File: src/rtl/tlp_tx_encoder_if.sv
`default_nettype none
// +----------------------------------------------------------------------+
// | tlp_tx_encoder_if : bridge request, payload file and DW stream bundle |
// | Revision 1.0                                                          |
// +----------------------------------------------------------------------+
interface tlp_tx_encoder_if #(
  parameter int ADDR_W = 10
);
  logic              in_valid;
  logic [2:0]        fmt;
  logic [4:0]        type_;
  logic [2:0]        TC;
  logic [2:0]        ATTR;
  logic [15:0]       device_id;
  logic [15:0]       requester_id;
  logic [7:0]        tag;
  logic [11:0]       byte_count;
  logic [31:0]       lower_addr;
  logic [31:0]       upper_addr;
  logic [15:0]       dest_bdf_id;
  logic [9:0]        config_dw_number;
  logic [2:0]        completion_status;
  logic [7:0]        message_code;
  logic [31:0]       data_in;
  logic [ADDR_W-1:0] data_address;
  logic              fsm_started;
  logic              fsm_finished;
  logic [31:0]       tlp_dw;
  logic              tlp_valid;
  logic              tlp_sop;
  logic              tlp_eop;
  logic              tlp_ready;

  modport master (
    output in_valid, fmt, type_, TC, ATTR, device_id, requester_id, tag,
           byte_count, lower_addr, upper_addr, dest_bdf_id, config_dw_number,
           completion_status, message_code, data_in, tlp_ready,
    input  data_address, fsm_started, fsm_finished, tlp_dw, tlp_valid,
           tlp_sop, tlp_eop
  );

  modport slave (
    input  in_valid, fmt, type_, TC, ATTR, device_id, requester_id, tag,
           byte_count, lower_addr, upper_addr, dest_bdf_id, config_dw_number,
           completion_status, message_code, data_in, tlp_ready,
    output data_address, fsm_started, fsm_finished, tlp_dw, tlp_valid,
           tlp_sop, tlp_eop
  );
endinterface
`default_nettype wire

File: src/rtl/tlp_tx_encoder.sv
`default_nettype none
// +----------------------------------------------------------------------+
// | tlp_tx_encoder : serializes one TLP request into a 32-bit DW stream   |
// | Revision 1.0                                                          |
// +----------------------------------------------------------------------+
module tlp_tx_encoder #(
  parameter int MAX_PAYLOAD_DW = 3,
  parameter int ADDR_W         = 10
) (
  input  wire logic         clk,
  input  wire logic         rst,
  tlp_tx_encoder_if.slave   bus
);

  typedef enum logic [1:0] {
    S_IDLE = 2'd0,
    S_HDR  = 2'd1,
    S_DATA = 2'd2,
    S_DONE = 2'd3
  } state_t;

  state_t            state_q;
  logic              boot_q;
  logic              started_q;
  logic              finished_q;
  logic [31:0]       tlp_dw_q;
  logic              valid_q;
  logic              sop_q;
  logic              eop_q;
  logic [ADDR_W-1:0] addr_q;
  logic [1:0]        idx_q;
  logic              all_q;

  logic [2:0]  fmt_q;
  logic [4:0]  type_q;
  logic [2:0]  tc_q;
  logic [2:0]  attr_q;
  logic [15:0] dev_q;
  logic [15:0] rid_q;
  logic [7:0]  tag_q;
  logic [11:0] bc_q;
  logic [31:0] lo_q;
  logic [31:0] up_q;
  logic [15:0] bdf_q;
  logic [9:0]  cfg_q;
  logic [2:0]  cst_q;
  logic [7:0]  msg_q;

  logic [10:0] len_raw_d;
  logic [10:0] len_d;
  logic [3:0]  last_be_d;
  logic        is_cpl_d;
  logic        is_msg_d;
  logic        is_cfg_d;
  logic        hdr_last_d;
  logic        pay_last_d;
  logic        load_en_d;
  logic [31:0] hdr_dw_d;

  always_comb begin
    len_raw_d = 11'(({1'b0, bc_q} + 13'd3) >> 2);
    if (len_raw_d == 11'd0) begin
      len_d = 11'd1;
    end else if (len_raw_d > 11'(MAX_PAYLOAD_DW)) begin
      len_d = 11'(MAX_PAYLOAD_DW);
    end else begin
      len_d = len_raw_d;
    end
    last_be_d  = (len_d == 11'd1) ? 4'h0 : 4'hF;
    is_cpl_d   = (type_q == 5'b01010);
    is_msg_d   = (type_q[4:3] == 2'b10);
    is_cfg_d   = (type_q[4:1] == 4'b0010);
    hdr_last_d = (idx_q == (fmt_q[0] ? 2'd3 : 2'd2));
    pay_last_d = (addr_q == ADDR_W'(len_d - 11'd1));
    load_en_d  = !valid_q || bus.tlp_ready;
  end

  // Header DW selected by position; completion/config override the address words.
  always_comb begin
    hdr_dw_d = 32'h0;
    case (idx_q)
      2'd0: hdr_dw_d = {fmt_q, type_q, 1'b0, tc_q, 1'b0, attr_q[2], 4'b0000,
                        attr_q[1:0], 2'b00, len_d[9:0]};
      2'd1: begin
        if (is_cpl_d) begin
          hdr_dw_d = {dev_q, cst_q, 1'b0, bc_q};
        end else if (is_msg_d) begin
          hdr_dw_d = {rid_q, tag_q, msg_q};
        end else begin
          hdr_dw_d = {rid_q, tag_q, last_be_d, 4'hF};
        end
      end
      2'd2: begin
        if (is_cpl_d) begin
          hdr_dw_d = {rid_q, tag_q, 1'b0, lo_q[6:0]};
        end else if (is_cfg_d) begin
          hdr_dw_d = {bdf_q, 4'b0000, cfg_q, 2'b00};
        end else if (fmt_q[0]) begin
          hdr_dw_d = up_q;
        end else begin
          hdr_dw_d = {lo_q[31:2], 2'b00};
        end
      end
      default: hdr_dw_d = {lo_q[31:2], 2'b00};
    endcase
  end

  always_ff @(posedge clk or posedge rst) begin
    if (rst) begin
      state_q    <= S_IDLE;
      boot_q     <= 1'b1;
      started_q  <= 1'b0;
      finished_q <= 1'b0;
      tlp_dw_q   <= 32'h0;
      valid_q    <= 1'b0;
      sop_q      <= 1'b0;
      eop_q      <= 1'b0;
      addr_q     <= '0;
      idx_q      <= 2'd0;
      all_q      <= 1'b0;
      fmt_q      <= '0;
      type_q     <= '0;
      tc_q       <= '0;
      attr_q     <= '0;
      dev_q      <= '0;
      rid_q      <= '0;
      tag_q      <= '0;
      bc_q       <= '0;
      lo_q       <= '0;
      up_q       <= '0;
      bdf_q      <= '0;
      cfg_q      <= '0;
      cst_q      <= '0;
      msg_q      <= '0;
    end else begin
      started_q  <= 1'b0;
      // boot_q turns the first post-reset cycle into the announce pulse
      finished_q <= boot_q;
      boot_q     <= 1'b0;
      case (state_q)
        S_IDLE: begin
          if (bus.in_valid) begin
            fmt_q     <= bus.fmt;
            type_q    <= bus.type_;
            tc_q      <= bus.TC;
            attr_q    <= bus.ATTR;
            dev_q     <= bus.device_id;
            rid_q     <= bus.requester_id;
            tag_q     <= bus.tag;
            bc_q      <= bus.byte_count;
            lo_q      <= bus.lower_addr;
            up_q      <= bus.upper_addr;
            bdf_q     <= bus.dest_bdf_id;
            cfg_q     <= bus.config_dw_number;
            cst_q     <= bus.completion_status;
            msg_q     <= bus.message_code;
            idx_q     <= 2'd0;
            all_q     <= 1'b0;
            addr_q    <= '0;
            started_q <= 1'b1;
            state_q   <= S_HDR;
          end
        end
        S_HDR, S_DATA: begin
          if (valid_q && bus.tlp_ready && eop_q) begin
            valid_q    <= 1'b0;
            sop_q      <= 1'b0;
            eop_q      <= 1'b0;
            addr_q     <= '0;
            all_q      <= 1'b0;
            finished_q <= 1'b1;
            state_q    <= S_DONE;
          end else if (load_en_d && !all_q) begin
            valid_q <= 1'b1;
            if (state_q == S_HDR) begin
              tlp_dw_q <= hdr_dw_d;
              sop_q    <= (idx_q == 2'd0);
              eop_q    <= hdr_last_d && !fmt_q[1];
              if (hdr_last_d) begin
                idx_q <= 2'd0;
                if (fmt_q[1]) begin
                  state_q <= S_DATA;
                end else begin
                  all_q <= 1'b1;
                end
              end else begin
                idx_q <= idx_q + 2'd1;
              end
            end else begin
              // Address is held on the last payload DW until the TLP completes
              tlp_dw_q <= bus.data_in;
              sop_q    <= 1'b0;
              eop_q    <= pay_last_d;
              if (pay_last_d) begin
                all_q <= 1'b1;
              end else begin
                addr_q <= addr_q + 1'b1;
              end
            end
          end
        end
        S_DONE: state_q <= S_IDLE;
        default: state_q <= S_IDLE;
      endcase
    end
  end

  assign bus.data_address = addr_q;
  assign bus.fsm_started  = started_q;
  assign bus.fsm_finished = finished_q;
  assign bus.tlp_dw       = tlp_dw_q;
  assign bus.tlp_valid    = valid_q;
  assign bus.tlp_sop      = sop_q;
  assign bus.tlp_eop      = eop_q;

endmodule
`default_nettype wire

File: src/flat_wrapper.sv
// flat-port wrapper written by rule: the top's interface ports become plain ports
module tlp_tx_encoder_flat 
#(
  parameter int MAX_PAYLOAD_DW = 3,
  parameter int ADDR_W         = 10
)
  (clk, rst, bus_in_valid, bus_fmt, bus_type_, bus_TC, bus_ATTR, bus_device_id, bus_requester_id, bus_tag, bus_byte_count, bus_lower_addr, bus_upper_addr, bus_dest_bdf_id, bus_config_dw_number, bus_completion_status, bus_message_code, bus_data_in, bus_tlp_ready, bus_data_address, bus_fsm_started, bus_fsm_finished, bus_tlp_dw, bus_tlp_valid, bus_tlp_sop, bus_tlp_eop);
  tlp_tx_encoder_if #(.ADDR_W(ADDR_W)) bus_i ();
  input  wire logic clk;
  input  wire logic rst;
  input wire logic [$bits(bus_i.in_valid)-1:0] bus_in_valid;
  input wire logic [$bits(bus_i.fmt)-1:0] bus_fmt;
  input wire logic [$bits(bus_i.type_)-1:0] bus_type_;
  input wire logic [$bits(bus_i.TC)-1:0] bus_TC;
  input wire logic [$bits(bus_i.ATTR)-1:0] bus_ATTR;
  input wire logic [$bits(bus_i.device_id)-1:0] bus_device_id;
  input wire logic [$bits(bus_i.requester_id)-1:0] bus_requester_id;
  input wire logic [$bits(bus_i.tag)-1:0] bus_tag;
  input wire logic [$bits(bus_i.byte_count)-1:0] bus_byte_count;
  input wire logic [$bits(bus_i.lower_addr)-1:0] bus_lower_addr;
  input wire logic [$bits(bus_i.upper_addr)-1:0] bus_upper_addr;
  input wire logic [$bits(bus_i.dest_bdf_id)-1:0] bus_dest_bdf_id;
  input wire logic [$bits(bus_i.config_dw_number)-1:0] bus_config_dw_number;
  input wire logic [$bits(bus_i.completion_status)-1:0] bus_completion_status;
  input wire logic [$bits(bus_i.message_code)-1:0] bus_message_code;
  input wire logic [$bits(bus_i.data_in)-1:0] bus_data_in;
  input wire logic [$bits(bus_i.tlp_ready)-1:0] bus_tlp_ready;
  output wire logic [$bits(bus_i.data_address)-1:0] bus_data_address;
  output wire logic [$bits(bus_i.fsm_started)-1:0] bus_fsm_started;
  output wire logic [$bits(bus_i.fsm_finished)-1:0] bus_fsm_finished;
  output wire logic [$bits(bus_i.tlp_dw)-1:0] bus_tlp_dw;
  output wire logic [$bits(bus_i.tlp_valid)-1:0] bus_tlp_valid;
  output wire logic [$bits(bus_i.tlp_sop)-1:0] bus_tlp_sop;
  output wire logic [$bits(bus_i.tlp_eop)-1:0] bus_tlp_eop;
  assign bus_i.in_valid = bus_in_valid;
  assign bus_i.fmt = bus_fmt;
  assign bus_i.type_ = bus_type_;
  assign bus_i.TC = bus_TC;
  assign bus_i.ATTR = bus_ATTR;
  assign bus_i.device_id = bus_device_id;
  assign bus_i.requester_id = bus_requester_id;
  assign bus_i.tag = bus_tag;
  assign bus_i.byte_count = bus_byte_count;
  assign bus_i.lower_addr = bus_lower_addr;
  assign bus_i.upper_addr = bus_upper_addr;
  assign bus_i.dest_bdf_id = bus_dest_bdf_id;
  assign bus_i.config_dw_number = bus_config_dw_number;
  assign bus_i.completion_status = bus_completion_status;
  assign bus_i.message_code = bus_message_code;
  assign bus_i.data_in = bus_data_in;
  assign bus_i.tlp_ready = bus_tlp_ready;
  assign bus_data_address = bus_i.data_address;
  assign bus_fsm_started = bus_i.fsm_started;
  assign bus_fsm_finished = bus_i.fsm_finished;
  assign bus_tlp_dw = bus_i.tlp_dw;
  assign bus_tlp_valid = bus_i.tlp_valid;
  assign bus_tlp_sop = bus_i.tlp_sop;
  assign bus_tlp_eop = bus_i.tlp_eop;
  tlp_tx_encoder #(.MAX_PAYLOAD_DW(MAX_PAYLOAD_DW), .ADDR_W(ADDR_W)) u_core (.clk(clk), .rst(rst), .bus(bus_i));
endmodule
File: config.mk
export PLATFORM = sky130hd
export DESIGN_NAME = tlp_tx_encoder_flat
export DESIGN_NICKNAME = d
export VERILOG_FILES = /design/src/rtl/tlp_tx_encoder_if.sv /design/src/rtl/tlp_tx_encoder.sv /design/src/flat_wrapper.sv
export SDC_FILE = /design/constraint.sdc
export NUM_CORES = 1
export LEC_CHECK = 0
export ABC_AREA = 1
export BUFFER_PORTS_ARGS = -buffer_cell sky130_fd_sc_hd__buf_2
export CELL_PAD_IN_SITES_DETAIL_PLACEMENT = 1
export CELL_PAD_IN_SITES_GLOBAL_PLACEMENT = 1
export CORE_MARGIN = 2
export CORE_UTILIZATION = 36
export DETAILED_ROUTE_END_ITERATION = 10
export PLACE_DENSITY_LB_ADDON = 0.1
export SYNTH_ARGS = -nofsm -noshare
export SYNTH_HDL_FRONTEND = slang
export SYNTH_SLANG_ARGS = --single-unit
File: constraint.sdc
create_clock -name clk -period 7.7 [get_ports clk]
set_clock_uncertainty 0.2 [all_clocks]
set_input_delay 1.155 -clock clk [delete_from_list [all_inputs] [get_ports clk]]
set_output_delay 1.155 -clock clk [all_outputs]
set_load 0.1 [all_outputs]
==> results summary <==
Routability-driven placement finished with a final weighted congestion of 0.8070. The share of total power dissipated in sequential elements is 0.314. Of the total power, the clock network draws 0.189. The detail route stage leaves a number of antenna-violating nets equal to 0. The tree is rooted in a clkbuf_16. The initial utilization of the core area, before any placement, comes to 0.3628.

The mean cell area of the mapped netlist is 7.716 µm². The part of the Yosys area used for sequential elements came out at 0.5001. The internal power is 0.003231 W. Traced cell by cell, the critical path runs through nand2_1 -> nor2_1 -> nand2_2 -> nand2_1 -> nand2_2 -> nor2_2 -> inv_1 -> nor2_2 -> nand4_2 -> inv_1 -> ha_1 -> xor2_1 -> nor4_1 -> nand4_2 -> nand2_2 -> nand2_2 -> nand2_1 -> nand2_1. The count of filler cells inserted in the layout is 3802.

The CTS buffer count came out at 26. The region available for standard cell placement spans 30350 µm². In this run, synthesis produced a sequential element count of 220. The count of yosys warnings during synthesis is 0. The flow ran to the end, and the final reports show no timing, DRC or antenna violations. Counting flops with an async set or reset pin after synthesis yields a share of 1.000.

For this run, the detailed router's first-pass iteration total came to 5. Data arrives at the worst endpoint at 3.64 ns. The worst setup path is launched from a flop. The horizontal die dimension is 178.9 µm.

The critical-path maximum fanout came out at 11. Dividing total power by cell area gives a power density of 487.7 nW/µm². In the final layout, the multi-input gates occupy 4847 µm². The path with the worst hold slack has its endpoint at u_core.dev_q[12]$_DFFE_PP0P_. The net switching share of the total power came out at 0.5065. The most instantiated library cell after synthesis is nand2_1. By area the synthesized netlist is led by dfrtp_1 50%, nand2_1 18%, o21ai_0 5.0%, a21oi_1 4.5%, o211ai_1 3.0%.

Global routing finished with a remaining overflow of 0. The via count of the first global-routing pass is 10.92k. The later pin in the worst-skew pair is clocked with a latency of 0.54 ns.

The number of max-cap violations is 0. The count of input and output buffers came out at 249. The count of mapped cells out of synthesis is 1427. The die outline area is 32000 µm². In this design, the largest share of critical-path delay is due to simple AND/OR/NAND/NOR gates.

Summing every instance area after synthesis gives 11010 µm². In the synthesized netlist, the cells that appear most often are 540 x nand2_1, 219 x dfrtp_1, 110 x o21ai_0, 99 x a21oi_1, 86 x nor2_1. Clock-pin slew was measured on the worst setup and hold paths at 0.06 ns. In this run the deepest clock path goes through 3 buffers.

The vias after detailed routing came out at 10.55k. The area growth from synthesis to layout is 21.93%. The sum of negative setup slack is 0 ns. The count of endpoints failing setup in the final report is 0. The worst pin sits at a relative slew slack of 0.3520.

The count of final max-slew check failures came out at 0. The static power due to leakage came out at 6.783 nW. The worst reg-to-reg path cell count is 18. The class of the worst hold path is flop to flop. The critical path's largest stage delay is 0.50 ns. The largest individual stage delay along the critical path comes from the cell dfrtp_1. Of the total power, combinational logic draws 0.497. Counting both buffers and inverters, the worst setup path holds a total of 2. The number of hold-slack violations in the final timing report is 0. The total DRC errors in the routed layout came out at 0. The die is 178.9 µm tall. The wire length of the first global-routing pass is 62.25 mm. The worst hold path was traced through 2 stages. The CTS tree is yes. The number of cells upsized or downsized after cts is 0. At the pin with the least slew margin, the transition time is 0.9721 ns. Row generation in the floorplan step produced 64 rows. Of the post-synthesis cell area, the dominant cell type holds 0.4977. The final layout contains 1852 nets. The initial detailed-routing violation count is 689. The final cell utilization of the core is 0.4424. Dividing the final minimum period by the clock period gives 0.4437. Static timing analysis puts the maximum clock frequency at 292.7 MHz. The number of levels in the clock H-tree is 1. The initial antenna violation count came out at 8.

Buffers added to address setup during post-CTS repair amount to 0. The number of buffers inserted for hold repair after clock tree synthesis came out at 0. The final wirelength is 40.20 mm.

The number of clock sinks seen by CTS is 220. The final critical-path required period came out at 3.417 ns. The detailed-placement wirelength estimate is 28.36 mm. For this run, the leading register cell type out of synthesis is dfrtp_1. The worst setup path is captured at a flop. The cell type contributing the most total cell area after synthesis is dfrtp_1. The detailed-route vias per instance came out at 5.138. The net count after synthesis is 1643. The ratio of cells with drive above 1 in the final layout is 0.1999.

The worst register-to-register path begins at u_core.bc_q[4]$_DFFE_PP0P_. Yosys mapped the design onto 36 distinct sky130hd cell types. The worst-case vdd ir drop came out at 0.2629 mV. The number of enable-type register cells in the synthesized netlist is 0. The analysis attributes to net switching a power of 0.003316 W. The routed length per instance came out at 19.57 µm.

At the worst endpoint, the required time is 7.92 ns. The launch point of the worst hold path is u_core.dev_q[12]$_DFFE_PP0P_. The overall track demand over capacity in global routing is 0.2538. Setup repair after global routing left no endpoint under its margin. The largest net degree at the start of global routing came out at 134. The worst setup path is of the flop to flop kind. The setup check on the worst reg-to-reg path leaves a slack of 4.28 ns. The number of ports placed on the die boundary is 250.

The total number of cells along the worst setup path came out at 18. The endpoint identified for the worst register-to-register timing path is u_core.bus.data_address[4]$_DFFE_PP0P_. The area used by sequential logic in the layout came out at 5508 µm².
[metal layers]
| layer | wire, µm | up-vias | track usage | share of wire |
|---|---|---|---|---|
| met4 | 952 | 12 | 0.06199 | 0.024 |
| met5 | 76 | - | 0 | 0.0019 |
| met2 | 20160 | 248 | 0.4506 | 0.50 |
| met3 | 1914 | 65 | 0.04220 | 0.048 |
| li1 | - | 5098 | - | - |
| met1 | 17100 | 5130 | 0.3207 | 0.43 |
[power by group through the flow]
| stage | Sequential, W | Clock, W | Combinational, W |
|---|---|---|---|
| final | 0.00206 | 0.00124 | 0.00325 |
| after global routing | 0.00212 | 0.00131 | 0.00361 |
| after CTS | 0.00205 | 0.00126 | 0.00329 |
| after detailed placement | 0.00206 | 0 | 0.00327 |
| after global placement | 0.00205 | 0 | 0.00321 |
| after floorplan | 0.00266 | 0 | 0.00170 |
[cell type report]
type | instances | area share
repair buffers | 262 | 0.1001
inverters | 93 | 0.02693
multi-input cells | 1033 | 0.3610
clock buffers | 38 | 0.06011
well taps | 396 | 0.03691
diodes | 2 | 0.0003728
clock inverters | 10 | 0.004287
flip-flops and latches | 220 | 0.4103
[kinds of logic after synthesis]
logic type | synth area share
AND/OR/NAND/NOR | 0.2577
AO/OA/AOI/OAI | 0.1583
flip-flops | 0.5001
buffers and inverters | 0.06057
adder cells (fa/ha/maj) | 0.01477
XOR/XNOR | 0.006364
multiplexers | 0.001818
other | 0.0003406
[flip-flops by register name, indices dropped and copies added, names as in the netlist, 10 cells and up]
name                     cells
u_core.bc_q                 12
u_core.bdf_q                16
u_core.bus.data_address     10
u_core.bus.tlp_dw           32
u_core.cfg_q                10
u_core.dev_q                16
u_core.lo_q                 32
u_core.rid_q                16
u_core.up_q                 32
[worst register-to-register path: stages (launching register included)]
cell and delay, ns:
dfrtp_1 0.50, nand2_1 0.11, nor2_1 0.21, nand2_2 0.07
nand2_1 0.07, nand2_2 0.06, nor2_2 0.14, inv_1 0.06
nor2_2 0.13, nand4_2 0.11, inv_1 0.09, ha_1 0.28
xor2_1 0.10, nor4_1 0.34, nand4_2 0.23, nand2_2 0.26
nand2_2 0.18, nand2_1 0.10, nand2_1 0.05
[through the flow]
step	power [W]	worst slack, ns	hold slack [ns]	area [µm²]	instances
3_3_place_gp	0.005261	4.112	0.2578	12560	2004
6_report	0.006547	4.283	0.2711	13430	2054
3_5_place_dp	0.005338	4.052	0.2598	12560	2004
2_1_floorplan	0.004358	0.3256	0.2419	11010	1427
5_1_grt	0.007032	3.958	0.2973	13420	2053
4_1_cts	0.006610	4.259	0.2765	13420	2052
[worst max path at each step]
stage / slack (ns) / startpoint / endpoint
after floorplan: 0.33 / rst / u_core.all_q$_DFFE_PP0P_
after global placement: 4.11 / bus_in_valid / u_core.lo_q[25]$_DFFE_PP0P_
after detailed placement: 4.05 / bus_in_valid / u_core.lo_q[25]$_DFFE_PP0P_
after CTS: 4.26 / u_core.bc_q[4]$_DFFE_PP0P_ / u_core.bus.data_address[4]$_DFFE_PP0P_
after global routing: 3.96 / u_core.bc_q[4]$_DFFE_PP0P_ / u_core.bus.data_address[4]$_DFFE_PP0P_
final: 4.28 / u_core.bc_q[4]$_DFFE_PP0P_ / u_core.bus.data_address[4]$_DFFE_PP0P_
[cells in the final DEF (no fill, tap or decap), types with 11 or more instances in the layout]
cell | Yosys | routed
a21oi_1 | 99 | 99
buf_2 | 2 | 249
buf_4 | 1 | 13
clkbuf_16 | 0 | 27
dfrtp_1 | 219 | 218
ha_1 | 13 | 13
inv_1 | 84 | 83
nand2_1 | 540 | 539
nand3_1 | 48 | 48
nor2_1 | 86 | 85
o2111ai_1 | 21 | 21
o211ai_1 | 44 | 44
o21ai_0 | 110 | 110
o221ai_1 | 11 | 11
Note: power is estimated with default switching activity, not from simulation.
